<file path="config.mk">
export PLATFORM = sky130hd
export DESIGN_NAME = jtcontra_rom_arb_flat
export DESIGN_NICKNAME = d
export VERILOG_FILES = /design/src/rtl/jtcontra_rom_arb_if.sv /design/src/rtl/jtcontra_rom_arb.sv /design/src/flat_wrapper.sv
export SDC_FILE = /design/constraint.sdc
export NUM_CORES = 1
export LEC_CHECK = 0
export CAP_MARGIN = 20
export CORE_MARGIN = 3
export CORE_UTILIZATION = 30
export CTS_BUF_LIST = sky130_fd_sc_hd__clkbuf_16
export DETAILED_ROUTE_END_ITERATION = 10
export PLACE_DENSITY = 0.57
export SYNTH_ARGS = -nofsm -noshare
export SYNTH_HDL_FRONTEND = slang
export SYNTH_SLANG_ARGS = --single-unit
</file>
<file path="constraint.sdc">
create_clock -name clk -period 6.23 [get_ports clk]
set_input_delay 0.9345 -clock clk [delete_from_list [all_inputs] [get_ports clk]]
set_output_delay 0.9345 -clock clk [all_outputs]
set_load 0.01 [all_outputs]
</file>
<file path="src/rtl/jtcontra_rom_arb_if.sv">
// Bundle of the two tile-fetcher request ports and the shared SDRAM read port.
// slave = arbiter side, master = fetchers plus SDRAM side.
interface jtcontra_rom_arb_if #(
  parameter int AW = 18,
  parameter int DW = 16
);
  logic          req0_cs;
  logic [AW-1:0] req0_addr;
  logic [DW-1:0] req0_data;
  logic          req0_ok;
  logic          req1_cs;
  logic [AW-1:0] req1_addr;
  logic [DW-1:0] req1_data;
  logic          req1_ok;
  logic          rom_cs;
  logic [AW-1:0] rom_addr;
  logic [DW-1:0] rom_data;
  logic          rom_ok;

  modport slave (
    input  req0_cs, req0_addr, req1_cs, req1_addr, rom_data, rom_ok,
    output req0_data, req0_ok, req1_data, req1_ok, rom_cs, rom_addr
  );

  modport master (
    output req0_cs, req0_addr, req1_cs, req1_addr, rom_data, rom_ok,
    input  req0_data, req0_ok, req1_data, req1_ok, rom_cs, rom_addr
  );
endinterface

</file>
<file path="src/rtl/jtcontra_rom_arb.sv">
// Two-way round-robin arbiter sharing one SDRAM read port between the 007121
// tile fetchers, with a one-word cache slot per fetcher.
//   state | meaning
//   IDLE  | no transaction; pick a pending requester
//   ISSUE | rom_cs just raised; rom_ok is stale and ignored
//   WAIT  | waiting for rom_ok; capture into the granted slot
module jtcontra_rom_arb #(
  parameter int AW = 18,
  parameter int DW = 16
) (
  input  logic               clk,
  input  logic               rst_n,
  jtcontra_rom_arb_if.slave  bus
);
  typedef enum logic [1:0] {IDLE, ISSUE, WAIT} state_t;

  state_t        r_state;
  logic [AW-1:0] r_addr0, r_addr1, r_rom_addr;
  logic [DW-1:0] r_data0, r_data1;
  logic          r_valid0, r_valid1, r_rom_cs;
  logic          r_gnt;
  logic          r_last;   // last requester served; reset to 1 so a tie goes to 0

  logic w_ok0, w_ok1, w_pend0, w_pend1, w_sel1;

  assign w_ok0   = bus.req0_cs & r_valid0 & (r_addr0 == bus.req0_addr);
  assign w_ok1   = bus.req1_cs & r_valid1 & (r_addr1 == bus.req1_addr);
  assign w_pend0 = bus.req0_cs & ~w_ok0;
  assign w_pend1 = bus.req1_cs & ~w_ok1;
  assign w_sel1  = w_pend1 & (~w_pend0 | ~r_last);

  assign bus.req0_ok   = w_ok0;
  assign bus.req1_ok   = w_ok1;
  assign bus.req0_data = r_data0;
  assign bus.req1_data = r_data1;
  assign bus.rom_cs    = r_rom_cs;
  assign bus.rom_addr  = r_rom_addr;

  always_ff @(posedge clk or negedge rst_n) begin
    if (!rst_n) begin
      r_state    <= IDLE;
      r_rom_cs   <= 1'b0;
      r_rom_addr <= '0;
      r_addr0    <= '0;
      r_addr1    <= '0;
      r_data0    <= '0;
      r_data1    <= '0;
      r_valid0   <= 1'b0;
      r_valid1   <= 1'b0;
      r_gnt      <= 1'b0;
      r_last     <= 1'b1;
    end else begin
      case (r_state)
        IDLE: begin
          if (w_pend0 | w_pend1) begin
            r_state  <= ISSUE;
            r_rom_cs <= 1'b1;
            r_gnt    <= w_sel1;
            if (w_sel1) begin
              r_rom_addr <= bus.req1_addr;
              r_addr1    <= bus.req1_addr;
              r_valid1   <= 1'b0;
            end else begin
              r_rom_addr <= bus.req0_addr;
              r_addr0    <= bus.req0_addr;
              r_valid0   <= 1'b0;
            end
          end
        end
        ISSUE: r_state <= WAIT;
        WAIT: begin
          // Completion fills the slot with the issued address even if the
          // requester has since dropped cs or moved on.
          if (bus.rom_ok) begin
            r_state  <= IDLE;
            r_rom_cs <= 1'b0;
            r_last   <= r_gnt;
            if (r_gnt) begin
              r_data1  <= bus.rom_data;
              r_valid1 <= 1'b1;
            end else begin
              r_data0  <= bus.rom_data;
              r_valid0 <= 1'b1;
            end
          end
        end
        default: r_state <= IDLE;
      endcase
    end
  end
endmodule

</file>
<file path="src/flat_wrapper.sv">
// flat-port wrapper written by rule: the top's interface ports become plain ports
module jtcontra_rom_arb_flat 
#(
  parameter int AW = 18,
  parameter int DW = 16
)
  (clk, rst_n, bus_req0_cs, bus_req0_addr, bus_req1_cs, bus_req1_addr, bus_rom_data, bus_rom_ok, bus_req0_data, bus_req0_ok, bus_req1_data, bus_req1_ok, bus_rom_cs, bus_rom_addr);
  jtcontra_rom_arb_if #(.AW(AW), .DW(DW)) bus_i ();
  input  logic clk;
  input  logic rst_n;
  input wire logic [$bits(bus_i.req0_cs)-1:0] bus_req0_cs;
  input wire logic [$bits(bus_i.req0_addr)-1:0] bus_req0_addr;
  input wire logic [$bits(bus_i.req1_cs)-1:0] bus_req1_cs;
  input wire logic [$bits(bus_i.req1_addr)-1:0] bus_req1_addr;
  input wire logic [$bits(bus_i.rom_data)-1:0] bus_rom_data;
  input wire logic [$bits(bus_i.rom_ok)-1:0] bus_rom_ok;
  output wire logic [$bits(bus_i.req0_data)-1:0] bus_req0_data;
  output wire logic [$bits(bus_i.req0_ok)-1:0] bus_req0_ok;
  output wire logic [$bits(bus_i.req1_data)-1:0] bus_req1_data;
  output wire logic [$bits(bus_i.req1_ok)-1:0] bus_req1_ok;
  output wire logic [$bits(bus_i.rom_cs)-1:0] bus_rom_cs;
  output wire logic [$bits(bus_i.rom_addr)-1:0] bus_rom_addr;
  assign bus_i.req0_cs = bus_req0_cs;
  assign bus_i.req0_addr = bus_req0_addr;
  assign bus_i.req1_cs = bus_req1_cs;
  assign bus_i.req1_addr = bus_req1_addr;
  assign bus_i.rom_data = bus_rom_data;
  assign bus_i.rom_ok = bus_rom_ok;
  assign bus_req0_data = bus_i.req0_data;
  assign bus_req0_ok = bus_i.req0_ok;
  assign bus_req1_data = bus_i.req1_data;
  assign bus_req1_ok = bus_i.req1_ok;
  assign bus_rom_cs = bus_i.rom_cs;
  assign bus_rom_addr = bus_i.rom_addr;
  jtcontra_rom_arb #(.AW(AW), .DW(DW)) u_core (.clk(clk), .rst_n(rst_n), .bus(bus_i));
endmodule
</file>
Yosys cells after proc, flatten, opt, wreduce, memory -nomap -nowiden
Index checks and enable logic that the tools add are counted.
{ "op_classes": {"n_eq_ne": 10, "muxes": 17, "bitwise": 15, "reduce_logical": 12} }
{ "op_table": {"columns": ["operator", "n"], "rows": [
  ["$eq A18 B18 Y1", 2],
  ["$mux W18", 1],
  ["$reduce_and A3 Y1", 5],
  ["$mux W1", 10],
  ["$reduce_and A5 Y1", 2],
  ["$and A1 B1 Y1", 7],
  ["$ne A2 B1 Y1 const B", 3],
  ["$ne A2 B2 Y1 const B", 3],
  ["$not A1 Y1", 6],
  ["$pmux W1 S2", 3],
  ["$pmux W2 S3", 1],
  ["$reduce_and A2 Y1", 3],
  ["$mux W2", 2],
  ["$eq A2 B1 Y1 const B", 1],
  ["$eq A2 B2 Y1 const B", 1],
  ["$logic_not A2 Y1", 1],
  ["$or A1 B1 Y1", 2],
  ["$reduce_bool A2 Y1", 1]
]} }
{ "word_totals": {"ff_bits": 93, "out_inout_bits": 53, "word_cells": 65} }

Depth between registers and ports, before layout
Gate-level depths: netlist of the first run.
{ "depth": {"depth_word": 10, "mapped_depth": 8} }

Worst setup path before layout of the first run
No wires, ideal clock.
{ "synth_path": {"path_kind": "input-to-output", "from": "input port bus_req1_addr[12]", "to": "output port bus_req1_ok", "arrival_ns": 1.757, "path_slack_ns": 3.538, "path_stages": 4, "n_path_buf": 0, "path_cell_list": "xor2_1 -> nor4_1 -> nand2_1 -> nor3_1"} }
{ "synth_via": {"elab_chain_cells": 2} }
{ "synth_lines": {"columns": ["item", "line_no", "text"], "rows": [
  ["start: declaration", "flat_wrapper.sv:14", "input wire logic [$bits(bus_i.req1_addr)-1:0] bus_req1_addr;"],
  ["$eq A18 B18 Y1", "jtcontra_rom_arb.sv:27", "assign w_ok1 = bus.req1_cs & r_valid1 & (r_addr1 == bus.req1_addr);"],
  ["$and A1 B1 Y1", "jtcontra_rom_arb.sv:27", null],
  ["end: declaration", "flat_wrapper.sv:20", "output wire logic [$bits(bus_i.req1_ok)-1:0] bus_req1_ok;"]
]} }
No other way between the ends.

Final worst setup path of the first run
{ "layout_path": {"from": "input port bus_req0_addr[4]", "to": "output port bus_req0_ok"} }
{ "layout_via": {"elab_chain_cells": 2} }
{ "layout_lines": {"columns": ["item", "line_no", "text"], "rows": [
  ["start: declaration", "flat_wrapper.sv:12", "input wire logic [$bits(bus_i.req0_addr)-1:0] bus_req0_addr;"],
  ["$eq A18 B18 Y1", "jtcontra_rom_arb.sv:26", "assign w_ok0 = bus.req0_cs & r_valid0 & (r_addr0 == bus.req0_addr);"],
  ["$and A1 B1 Y1", "jtcontra_rom_arb.sv:26", null],
  ["end: declaration", "flat_wrapper.sv:18", "output wire logic [$bits(bus_i.req0_ok)-1:0] bus_req0_ok;"]
]} }
No other way between the ends.

==> impl_metrics.py, run 1 <==
metrics = {
    "worst_setup_path": {
        "max_stage_delay_ns": 0.56,
        "timing.critical_path.arrival_ns": 2.97,
        "path_delay_family": "buffers and inverters",
        "number_of_buffer_and_inverter_stages_on_the_critical_path": 2,
        "crit_type": "in -> out",
        "cp_max_delay_cell": "sky130_fd_sc_hd__clkdlybuf4s50_1",
        "worstPathMaxFanout": 3,
        "timing.critical_path.from_type": "input pin",
        "worst_ep_required_time_ns": 5.30,
        "critPathCaptureType": "output pin",
        "critical-path-top-cell-by-count": "sky130_fd_sc_hd__clkdlybuf4s50_1",
        "crit_chain": "clkdlybuf4s50_1 > xor2_1 > nor4_1 > nand4_1 > nor2_1 > clkdlybuf4s50_1",
    },
    "drt": {
        "final_antenna_net_count": 0,
        "wire_length_reported_by_the_detailed_router_mm": 10.5,
        "mean_number_of_vias_per_cell": 4.78,
        "dr.first_iter.drc_count": 127,
        "route.detailed.wl_per_inst_um": 17.9,
        "remaining_drc_errors": 0,
        "num_vias": 2802,
        "detail_route.first_pass.iterations": 4,
    },
    "global_routing": {
        "antenna_violations_before_repair": 0,
        "top_usage_layer": "met2",
        "gr-total-overflow": 0,
        "use_met3_pct": 7.46,
        "first_global_vias": 2967,
        "globalRouteMet1Util_pct": 18.0,
        "global_route.usage.total_pct": 14.0,
        "gr-usage-met2_pct": 20.9,
        "maximum_number_of_pins_on_one_net_before_global_route_repair": 70,
        "grt_first_pass_wirelength_mm": 16.8,
    },
    "placed_design": {
        "pre_cts_ws_ns": 1.96,
        "routabilityCongestion": 0.786,
        "place.detailed.hpwl_mm": 7.67,
        "area_post_placement_sq_um": 5440,
        "place.port_buffers": 109,
    },
    "floorplanning": {
        "start_util_pct": 31.2,
        "fp.dieW_um": 125,
        "top_level_ports": 110,
        "die-area_sq_um": 15500,
        "placementRows": 42,
        "fp.coreArea_sq_um": 13500,
        "chipHeight_um": 125,
    },
    "logic_synthesis": {
        "synthesis.nets": 351,
        "synthFlopType": "sky130_fd_sc_hd__dfrtp_1",
        "synth_cells": 294,
        "asyncSetResetFlopFracSynth_pct": 100,
        "synthesized_flop_and_latch_total": 93,
        "synth_area_leader_cell": "sky130_fd_sc_hd__dfrtp_1",
        "combined_area_of_all_synthesized_cells_sq_um": 4220,
        "syn_avg_cell_area_sq_um": 14.4,
        "synth_top_area_share_pct": 54.6,
        "synth-edff-count": 0,
        "synth-seq-area-share_pct": 55.2,
        "synth.top_cells.by_area": "sky130_fd_sc_hd__dfrtp_1 55%, sky130_fd_sc_hd__mux2_2 13%, sky130_fd_sc_hd__xor2_1 6.4%, sky130_fd_sc_hd__a221o_1 4.3%, sky130_fd_sc_hd__mux2_4 3.6%",
        "yosys.cell_types.count": 36,
        "yosysWarningCount": 0,
    },
    "clocking": {
        "cts_num_sinks": 93,
        "clk_pin_slew_ns": 0.06,
        "clk_root_buffer_cell": "sky130_fd_sc_hd__clkbuf_16",
        "cts-root-to-sink-buffers": 2,
        "cts_post_setup_buffers_inserted": 0,
        "cts_hold_buffers": 0,
        "post_cts_resized": 0,
        "cts_made_buffers": 9,
        "clk-insertion-delay-late_ns": 0.35,
        "h-tree-depth": 3,
        "cts_tree": "yes",
    },
    "timing": {
        "max_slew_margin_pct": 41.4,
        "unrepaired_setup_endpoints_after_global_routing": "false",
        "layout_min_cycle_time_ns": 3.90,
        "maxSlewViolCount": 0,
        "final.period_utilization_pct": 62.6,
        "timing.setup.tns_ns": 0,
        "max_freq_mhz": 256,
        "number_of_hold_slack_violations_in_the_final_timing_report": 0,
        "worst_clock_skew_ns": 0.00549,
        "timing_worst_slew_pin_value_ns": 0.878,
        "setup_ws_ns": 2.33,
        "setup-violations-final": 0,
    },
    "final_layout": {
        "final_core_utilization_pct": 42.3,
        "diodes_inserted": 0,
        "final_area_sq_um": 5710,
        "fillers": 1233,
        "fraction_of_final_layout_cells_with_drive_strength_greater_than_1_pct": 22.2,
        "final_nets": 463,
        "syn_to_final_growth_pct": 35.4,
    },
    "power_and_ir_drop": {
        "cellPowerDensity_nw_per_um2": 478,
        "power.static_leakage_nw": 2.33,
        "worst_ir_drop_vdd_v": 0.000238,
    },
    "worst_hold_path": {
        "path_category_of_the_worst_min_delay_check": "in -> async",
    },
    "run_status": {
        "outcome": "complete, no violations",
    },
    "job": {
        "max-cap-violations": 0,
    },
}
[cell usage in the layout, fill, tap and decap left out, drive strengths merged, types with 2 or more instances in the layout]
master	netlist	routed
clkdlybuf4s50	0	108
dfrtp	92	92
mux2	68	68
xor2	31	31
a221o	18	18
nor3b	18	18
nor4	12	12
nand2	10	10
clkbuf	2	9
buf	11	6
xnor2	5	5
nor2	4	4
clkinv	0	4
inv	3	3
nor3	3	3
o21ai	3	3
nand4	2	2
clkinvlp	0	2
[per-stage QoR]
step / hold slack [ns] / std cells / total power [W]
3_3_place_gp: 0.471 / 570 / 0.00223
3_5_place_dp: 0.473 / 570 / 0.00225
2_1_floorplan: 0.447 / 294 / 0.00175
4_1_cts: 0.486 / 585 / 0.00276
6_report: 0.483 / 586 / 0.00273
5_1_grt: 0.491 / 586 / 0.00291
[worst paths after layout]
| path | startpoint | end | slack [ns] | cells after the start |
|---|---|---|---|---|
| setup / recovery | bus_req0_addr[4] | bus_req0_ok | 2.33 | 6 |
| hold / removal | rst_n | u_core.r_addr0[17] | 0.48 | 1 |
| setup reg to reg | u_core.r_addr0[12] | u_core.r_addr1[11] | 3.22 | 7 |
| hold reg to reg | u_core.r_last | u_core.r_last | 0.49 | 2 |
| max in group asynchronous | rst_n | u_core.r_state[0] | 4.56 | 2 |
| min in group clk | u_core.r_last | u_core.r_last | 0.49 | 2 |
[final cells by class]
type | count | area, sq um | area share (%)
clock buffer | 9 | 225 | 3.94
clock inverter | 6 | 31.3 | 0.548
inverter | 3 | 11.3 | 0.197
multi-input combinational | 185 | 1760 | 30.8
sequential | 93 | 2330 | 40.8
tap | 176 | 220 | 3.86
timing repair buffer | 114 | 1130 | 19.9
[cell usage after synthesis (2+ instances only)]
master and instances:
sky130_fd_sc_hd__dfrtp_1 92, sky130_fd_sc_hd__mux2_2 50, sky130_fd_sc_hd__xor2_1 31, sky130_fd_sc_hd__a221o_1 18, sky130_fd_sc_hd__nor4_1 12, sky130_fd_sc_hd__nor3b_1 11
sky130_fd_sc_hd__mux2_4 10, sky130_fd_sc_hd__nand2_1 10, sky130_fd_sc_hd__mux2_1 8, sky130_fd_sc_hd__nor3b_2 7, sky130_fd_sc_hd__xnor2_1 5, sky130_fd_sc_hd__buf_6 4
sky130_fd_sc_hd__buf_4 3, sky130_fd_sc_hd__inv_1 3, sky130_fd_sc_hd__nor2_1 3, sky130_fd_sc_hd__buf_12 2, sky130_fd_sc_hd__buf_2 2, sky130_fd_sc_hd__clkbuf_1 2
sky130_fd_sc_hd__nand4_1 2, sky130_fd_sc_hd__nor3_1 2, sky130_fd_sc_hd__o21ai_1 2
[where the power goes]
part / switching (W) / leakage (nW) / internal, W / total [W]
Combinational: 0.000463 / 1.09 / 0.000681 / 0.00114
Clock: 0.000229 / 0.120 / 0.000263 / 0.000493
Sequential: 0.000184 / 1.12 / 0.000907 / 0.00109
[layer usage]
metal  wire, um  vias to the layer above
li1           -                     1301
met1       4770                     1393
met2       4570                       98
met3       1030                       10
met4        132                        0
met5          0                        -
[sequential cells by signal (all words and copies together), names as in the netlist]
signal,count
u_core.bus.req0_data,16
u_core.r_addr1,18
u_core.r_last,1
u_core.r_state,2
u_core.r_addr0,18
u_core.bus.rom_cs,1
u_core.bus.req1_data,16
u_core.r_valid1,1
u_core.bus.rom_addr,18
u_core.r_gnt,1
u_core.r_valid0,1
[kinds of logic (layout without fill, tap and decap cells)]
logic type / Yosys count / in the layout / synth area share (%)
buf+inv: 16 / 132 / 3.23
mux: 69 / 69 / 19.3
flops: 93 / 93 / 55.2
compound gates: 26 / 26 / 6.02
simple gates: 54 / 54 / 8.81
xor+xnor: 36 / 36 / 7.47
No activity file was read; power rests on OpenSTA's default activity.
==> inputs of run 2 (changes only) <==
--- a/config.mk
+++ b/config.mk
@@ -10,7 +10,7 @@
 export CORE_UTILIZATION = 30
 export CTS_BUF_LIST = sky130_fd_sc_hd__clkbuf_16
 export DETAILED_ROUTE_END_ITERATION = 10
-export PLACE_DENSITY = 0.57
+export PLACE_DENSITY = 0.59
 export SYNTH_ARGS = -nofsm -noshare
 export SYNTH_HDL_FRONTEND = slang
 export SYNTH_SLANG_ARGS = --single-unit
==> constraint.sdc (replaced) <==
create_clock -name clk -period 3.45 [get_ports clk]
set_input_delay 0.5175 -clock clk [delete_from_list [all_inputs] [get_ports clk]]
set_output_delay 0.5175 -clock clk [all_outputs]
set_load 0.01 [all_outputs]
==> impl_metrics.py, run 2 (same netlist as run 1, synthesis figures left out) <==
metrics = {
    "timing": {
        "max_freq_mhz": 331,
        "layout_min_cycle_time_ns": 3.03,
        "timing_worst_slew_pin_value_ns": 0.499,
        "max_slew_margin_pct": 66.8,
        "hold-worst-slack_ns": 0.137,
        "timing.setup.tns_ns": 0,
        "unrepaired_setup_endpoints_after_global_routing": "false",
        "maxSlewViolCount": 0,
        "setup-violations-final": 0,
        "final.period_utilization_pct": 87.7,
        "worst_clock_skew_ns": 0.00544,
        "number_of_hold_slack_violations_in_the_final_timing_report": 0,
    },
    "floorplanning": {
        "start_util_pct": 31.2,
        "top_level_ports": 110,
        "die-area_sq_um": 15500,
        "chipHeight_um": 125,
        "fp.coreArea_sq_um": 13500,
        "fp.dieW_um": 125,
        "placementRows": 42,
    },
    "worst_setup_path": {
        "max_stage_delay_ns": 0.56,
        "reg2regPathDepth": 7,
        "r2r_slack_ns": 1.06,
        "cp_max_delay_cell": "sky130_fd_sc_hd__clkdlybuf4s50_1",
        "critical-path-top-cell-by-count": "sky130_fd_sc_hd__clkdlybuf4s50_1",
        "worst_r2r_endpoint": "u_core.r_addr1[10]",
        "worst_ep_required_time_ns": 2.93,
        "timing.critical_path.arrival_ns": 2.51,
        "critPathCaptureType": "output pin",
        "worstPathMaxFanout": 3,
        "worst_r2r_startpoint": "u_core.r_addr0[12]",
        "timing.critical_path.from_type": "input pin",
        "crit_type": "in -> out",
        "crit_chain": "clkdlybuf4s50_1 > xor2_1 > nor4_1 > nand4_1 > nor2_1 > clkdlybuf4s50_1",
    },
    "placed_design": {
        "place.port_buffers": 109,
        "routabilityCongestion": 0.754,
        "place.detailed.hpwl_mm": 7.97,
    },
    "clocking": {
        "cts_num_sinks": 93,
        "cts_made_buffers": 9,
        "cts_tree": "yes",
        "cts_post_setup_buffers_inserted": 0,
        "h-tree-depth": 3,
        "post_cts_resized": 0,
        "clk_root_buffer_cell": "sky130_fd_sc_hd__clkbuf_16",
        "clk-insertion-delay-late_ns": 0.34,
        "cts-root-to-sink-buffers": 2,
        "cts_hold_buffers": 0,
        "clk_pin_slew_ns": 0.06,
    },
    "drt": {
        "detail_route.first_pass.iterations": 4,
        "dr.first_iter.drc_count": 133,
        "final_antenna_net_count": 0,
        "num_vias": 2810,
        "route.detailed.wl_per_inst_um": 17.8,
        "remaining_drc_errors": 0,
        "mean_number_of_vias_per_cell": 4.72,
        "wire_length_reported_by_the_detailed_router_mm": 10.6,
    },
    "global_routing": {
        "first_global_vias": 3036,
        "antenna_violations_before_repair": 0,
        "maximum_number_of_pins_on_one_net_before_global_route_repair": 38,
        "global_route.usage.total_pct": 14.1,
        "gr-total-overflow": 0,
        "grt_first_pass_wirelength_mm": 17.1,
    },
    "final_layout": {
        "syn_to_final_growth_pct": 37.8,
        "diodes_inserted": 0,
        "fillers": 1247,
        "regArea_sq_um": 2330,
        "layout_commonest_cell": "sky130_fd_sc_hd__clkdlybuf4s50_1",
        "most_used_cells_in_the_layout_excluding_fill_and_tap_cells": "108 x sky130_fd_sc_hd__clkdlybuf4s50_1, 92 x sky130_fd_sc_hd__dfrtp_1, 50 x sky130_fd_sc_hd__mux2_2",
        "fraction_of_final_layout_cells_with_drive_strength_greater_than_1_pct": 23.6,
        "final_core_utilization_pct": 43.0,
        "multi_input_area_sq_um": 1760,
        "final_nets": 471,
    },
    "run_status": {
        "outcome": "complete, no violations",
    },
    "power_and_ir_drop": {
        "power.static_leakage_nw": 2.39,
        "cellPowerDensity_nw_per_um2": 882,
        "power_w": 0.00513,
        "worst_ir_drop_vdd_v": 0.000515,
    },
    "job": {
        "max-cap-violations": 0,
    },
    "worst_hold_path": {
        "path_category_of_the_worst_min_delay_check": "in -> async",
    },
}
## run 2: layout make-up
class	instances	share of cell area, %
inverter	3	0.194
clock buffer	9	3.88
multi-input combinational	185	30.3
tap	176	3.79
clock inverter	7	1.38
sequential	93	40.1
timing repair buffer	122	20.4
## run 2: worst max-delay path by stage
| stage | from | to | slack (ns) | depth (start not counted) |
|---|---|---|---|---|
| 2_1_floorplan | bus_req1_addr[12] | u_core.r_addr0[10] | 1.24 | 7 |
| 3_3_place_gp | bus_req0_addr[9] | bus_req0_ok | 0.38 | 6 |
| 3_5_place_dp | bus_req0_addr[12] | bus_req0_ok | 0.39 | 6 |
| 4_1_cts | bus_req0_addr[12] | bus_req0_ok | 0.38 | 6 |
| 5_1_grt | bus_req1_addr[12] | bus_req1_ok | 0.28 | 6 |
| 6_report | bus_req0_addr[7] | bus_req0_ok | 0.42 | 6 |
## run 2: worst max-delay path, delay by kind of cell
| family | cells | cell delay, ns |
|---|---|---|
| XOR/XNOR | 1 | 0.18 |
| buffers and inverters | 2 | 1.02 |
| AND/OR/NAND/NOR | 3 | 0.78 |
## run 2: per-stage QoR
stage | instance area (sq um) | worst slack (ns) | cells
floorplan | 4220 | 1.24 | 294
global placement | 5510 | 0.380 | 579
detailed placement | 5510 | 0.386 | 579
CTS | 5810 | 0.380 | 595
global route | 5810 | 0.283 | 595
finish | 5810 | 0.425 | 595
## run 2: power by group
part           internal (W)  total [W]  switching, W
Combinational       0.00126    0.00214      0.000878
Clock              0.000624    0.00102      0.000401
Sequential          0.00164    0.00196      0.000321
## run 2: per-layer routing
metal / global-route usage [%] / wire length (um) / vias up
met2: 20.5 / 4610 / 104
li1: - / - / 1310
met5: 0 / 0 / -
met1: 18.2 / 4720 / 1379
met4: 5.42 / 256 / 0
met3: 6.60 / 1030 / 17
==> inputs of run 3 (changes only) <==
==> constraint.sdc (replaced) <==
create_clock -name clk -period 2.6 [get_ports clk]
set_input_delay 0.39 -clock clk [delete_from_list [all_inputs] [get_ports clk]]
set_output_delay 0.39 -clock clk [all_outputs]
set_load 0.01 [all_outputs]
==> impl_metrics.py, run 3 (same netlist as run 1, synthesis figures left out) <==
metrics = {
    "run_status": {
        "outcome": "complete, no violations",
    },
    "drt": {
        "num_vias": 3007,
        "dr.first_iter.drc_count": 113,
        "detail_route.first_pass.iterations": 4,
        "highest-signal-layer": "met5",
        "wire_length_reported_by_the_detailed_router_mm": 11.3,
        "final_antenna_net_count": 0,
        "met1Wirelength_mm": 4.86,
        "mean_number_of_vias_per_cell": 4.71,
        "wl_met3_mm": 1.06,
        "routed-wl-met2_mm": 5.18,
        "remaining_drc_errors": 0,
        "route.detailed.wl_per_inst_um": 17.7,
    },
    "worst_setup_path": {
        "worst_r2r_startpoint": "u_core.r_addr0[0]",
        "timing.critical_path.from_type": "input pin",
        "r2r_slack_ns": 0.17,
        "worst_r2r_endpoint": "u_core.r_addr1[2]",
        "worstPathMaxFanout": 10,
        "crit_type": "in -> reg",
        "worst_ep_required_time_ns": 2.83,
        "reg2regPathDepth": 9,
        "timing.critical_path.arrival_ns": 2.76,
        "critPathCaptureType": "flip-flop",
        "worst_setup_path_startpoint": "bus_req1_addr[6]",
    },
    "timing": {
        "setup-violations-final": 0,
        "timing_worst_slew_pin_value_ns": 0.401,
        "max_freq_mhz": 395,
        "max_slew_margin_pct": 73.2,
        "number_of_hold_slack_violations_in_the_final_timing_report": 0,
        "layout_min_cycle_time_ns": 2.53,
        "unrepaired_setup_endpoints_after_global_routing": "false",
        "hold-worst-slack_ns": 0.417,
        "worst_clock_skew_ns": 0.00499,
        "maxSlewViolCount": 0,
        "final.period_utilization_pct": 97.3,
    },
    "final_layout": {
        "most_used_cells_in_the_layout_excluding_fill_and_tap_cells": "104 x sky130_fd_sc_hd__clkdlybuf4s50_1, 92 x sky130_fd_sc_hd__dfrtp_1, 52 x sky130_fd_sc_hd__buf_4",
        "final_area_sq_um": 6220,
        "diodes_inserted": 0,
        "layout_commonest_cell": "sky130_fd_sc_hd__clkdlybuf4s50_1",
        "multi_input_area_sq_um": 1790,
        "final_nets": 515,
        "regArea_sq_um": 2330,
        "syn_to_final_growth_pct": 47.4,
        "fillers": 1206,
        "fraction_of_final_layout_cells_with_drive_strength_greater_than_1_pct": 32.0,
    },
    "global_routing": {
        "global_route.usage.total_pct": 14.5,
        "gr-total-overflow": 0,
        "antenna_violations_before_repair": 1,
        "grt_first_pass_wirelength_mm": 17.8,
        "maximum_number_of_pins_on_one_net_before_global_route_repair": 69,
        "first_global_vias": 3314,
    },
    "clocking": {
        "clk_root_buffer_cell": "sky130_fd_sc_hd__clkbuf_16",
        "cts-root-to-sink-buffers": 2,
        "cts_made_buffers": 9,
        "cts_tree": "yes",
        "clk_pin_slew_ns": 0.07,
        "h-tree-depth": 3,
        "clk-insertion-delay-late_ns": 0.35,
        "cts_num_sinks": 93,
    },
    "placed_design": {
        "routabilityCongestion": 0.821,
        "place.detailed.hpwl_mm": 8.09,
        "area_post_placement_sq_um": 5810,
        "place.port_buffers": 109,
    },
    "floorplanning": {
        "fp.coreArea_sq_um": 13500,
        "fp.dieW_um": 125,
        "placementRows": 42,
        "die-area_sq_um": 15500,
        "top_level_ports": 110,
        "start_util_pct": 31.2,
        "chipHeight_um": 125,
    },
    "worst_hold_path": {
        "hold-path-endpoint": "u_core.r_addr0[0]",
        "path_category_of_the_worst_min_delay_check": "in -> reg",
        "hold_depth": 2,
        "hold_path.startpoint": "bus_req0_addr[0]",
    },
    "job": {
        "max-cap-violations": 0,
    },
    "power_and_ir_drop": {
        "power.static_leakage_nw": 2.66,
        "worst_ir_drop_vdd_v": 0.000622,
        "cellPowerDensity_nw_per_um2": 1120,
    },
}
run 3: cell types whose count changed in the layout (fill, tap and decap cells not counted), moves of 3 or more:
cell                              delta
sky130_fd_sc_hd__buf_4              +38
sky130_fd_sc_hd__nor4_2              +4
sky130_fd_sc_hd__nor4_1              -4
sky130_fd_sc_hd__clkdlybuf4s50_1     -4
sky130_fd_sc_hd__dlymetal6s2s_1      +3
sky130_fd_sc_hd__buf_12              +3
run 3: worst max-delay path by stage:
stage                                   to  slack (ns)  cells after the start
CTS                            bus_req0_ok       -0.12                      6
finish              u_core.bus.rom_addr[8]        0.07                     12
floorplan               u_core.r_addr0[10]        0.52                      7
detailed placement             bus_req0_ok       -0.35                      6
global placement               bus_req0_ok       -0.33                      6
global route            u_core.r_addr1[12]       0.007                     10
run 3: area by class of cell:
| class | count | area share (%) |
|---|---|---|
| clock inverters | 7 | 0.925 |
| repair buffers | 166 | 25.5 |
| multi-input cells | 185 | 28.8 |
| clock buffers | 9 | 3.62 |
| well taps | 176 | 3.54 |
| flip-flops and latches | 93 | 37.4 |
| inverters | 3 | 0.181 |
run 3: report_power, final:
group | total (W) | internal (W) | switching, W
registers | 0.00262 | 0.00217 | 0.000447
logic | 0.00306 | 0.00184 | 0.00122
clock network | 0.00130 | 0.000731 | 0.000569
total | 0.00698 | 0.00475 | 0.00223
run 3: through the flow:
step | utilization [%] | cells | TNS [ns] | setup WS [ns] | total power [W]
CTS | 45.3 | 634 | -0.124 | -0.124 | 0.00699
global placement | 43.0 | 616 | -14.11 | -0.333 | 0.00555
global route | 46.1 | 639 | 0 | 0.00739 | 0.00742
floorplan | - | 294 | 0 | 0.518 | 0.00419
finish | 46.1 | 639 | 0 | 0.0702 | 0.00698
detailed placement | 43.0 | 616 | -15.08 | -0.351 | 0.00561
run 3: metal layers:
| metal | global-route usage (%) | up-vias |
|---|---|---|
| li1 | - | 1403 |
| met1 | 17.6 | 1476 |
| met2 | 22.9 | 112 |
| met3 | 7.08 | 14 |
| met4 | 4.45 | 2 |
| met5 | 0 | - |
run 3: worst max-delay path, stage by stage:
cell and delay (ns):
sky130_fd_sc_hd__clkdlybuf4s50_1 0.44, sky130_fd_sc_hd__xor2_1 0.20, sky130_fd_sc_hd__buf_4 0.14, sky130_fd_sc_hd__nor4_1 0.34
sky130_fd_sc_hd__nand4_1 0.15, sky130_fd_sc_hd__nor3_1 0.16, sky130_fd_sc_hd__buf_4 0.16, sky130_fd_sc_hd__nor3_4 0.04
sky130_fd_sc_hd__buf_4 0.14, sky130_fd_sc_hd__clkbuf_16 0.16, sky130_fd_sc_hd__buf_4 0.15, sky130_fd_sc_hd__a221o_1 0.29
run 3: timing repair:
item	4_1_cts	5_1_grt
endpoints found under the setup margin	2	35
hold buffers	1	0
cloned	0	1
endpoints found under the hold margin	25	0
gates resized for setup	4	7
pin swaps	2	5
setup buffers	1	4
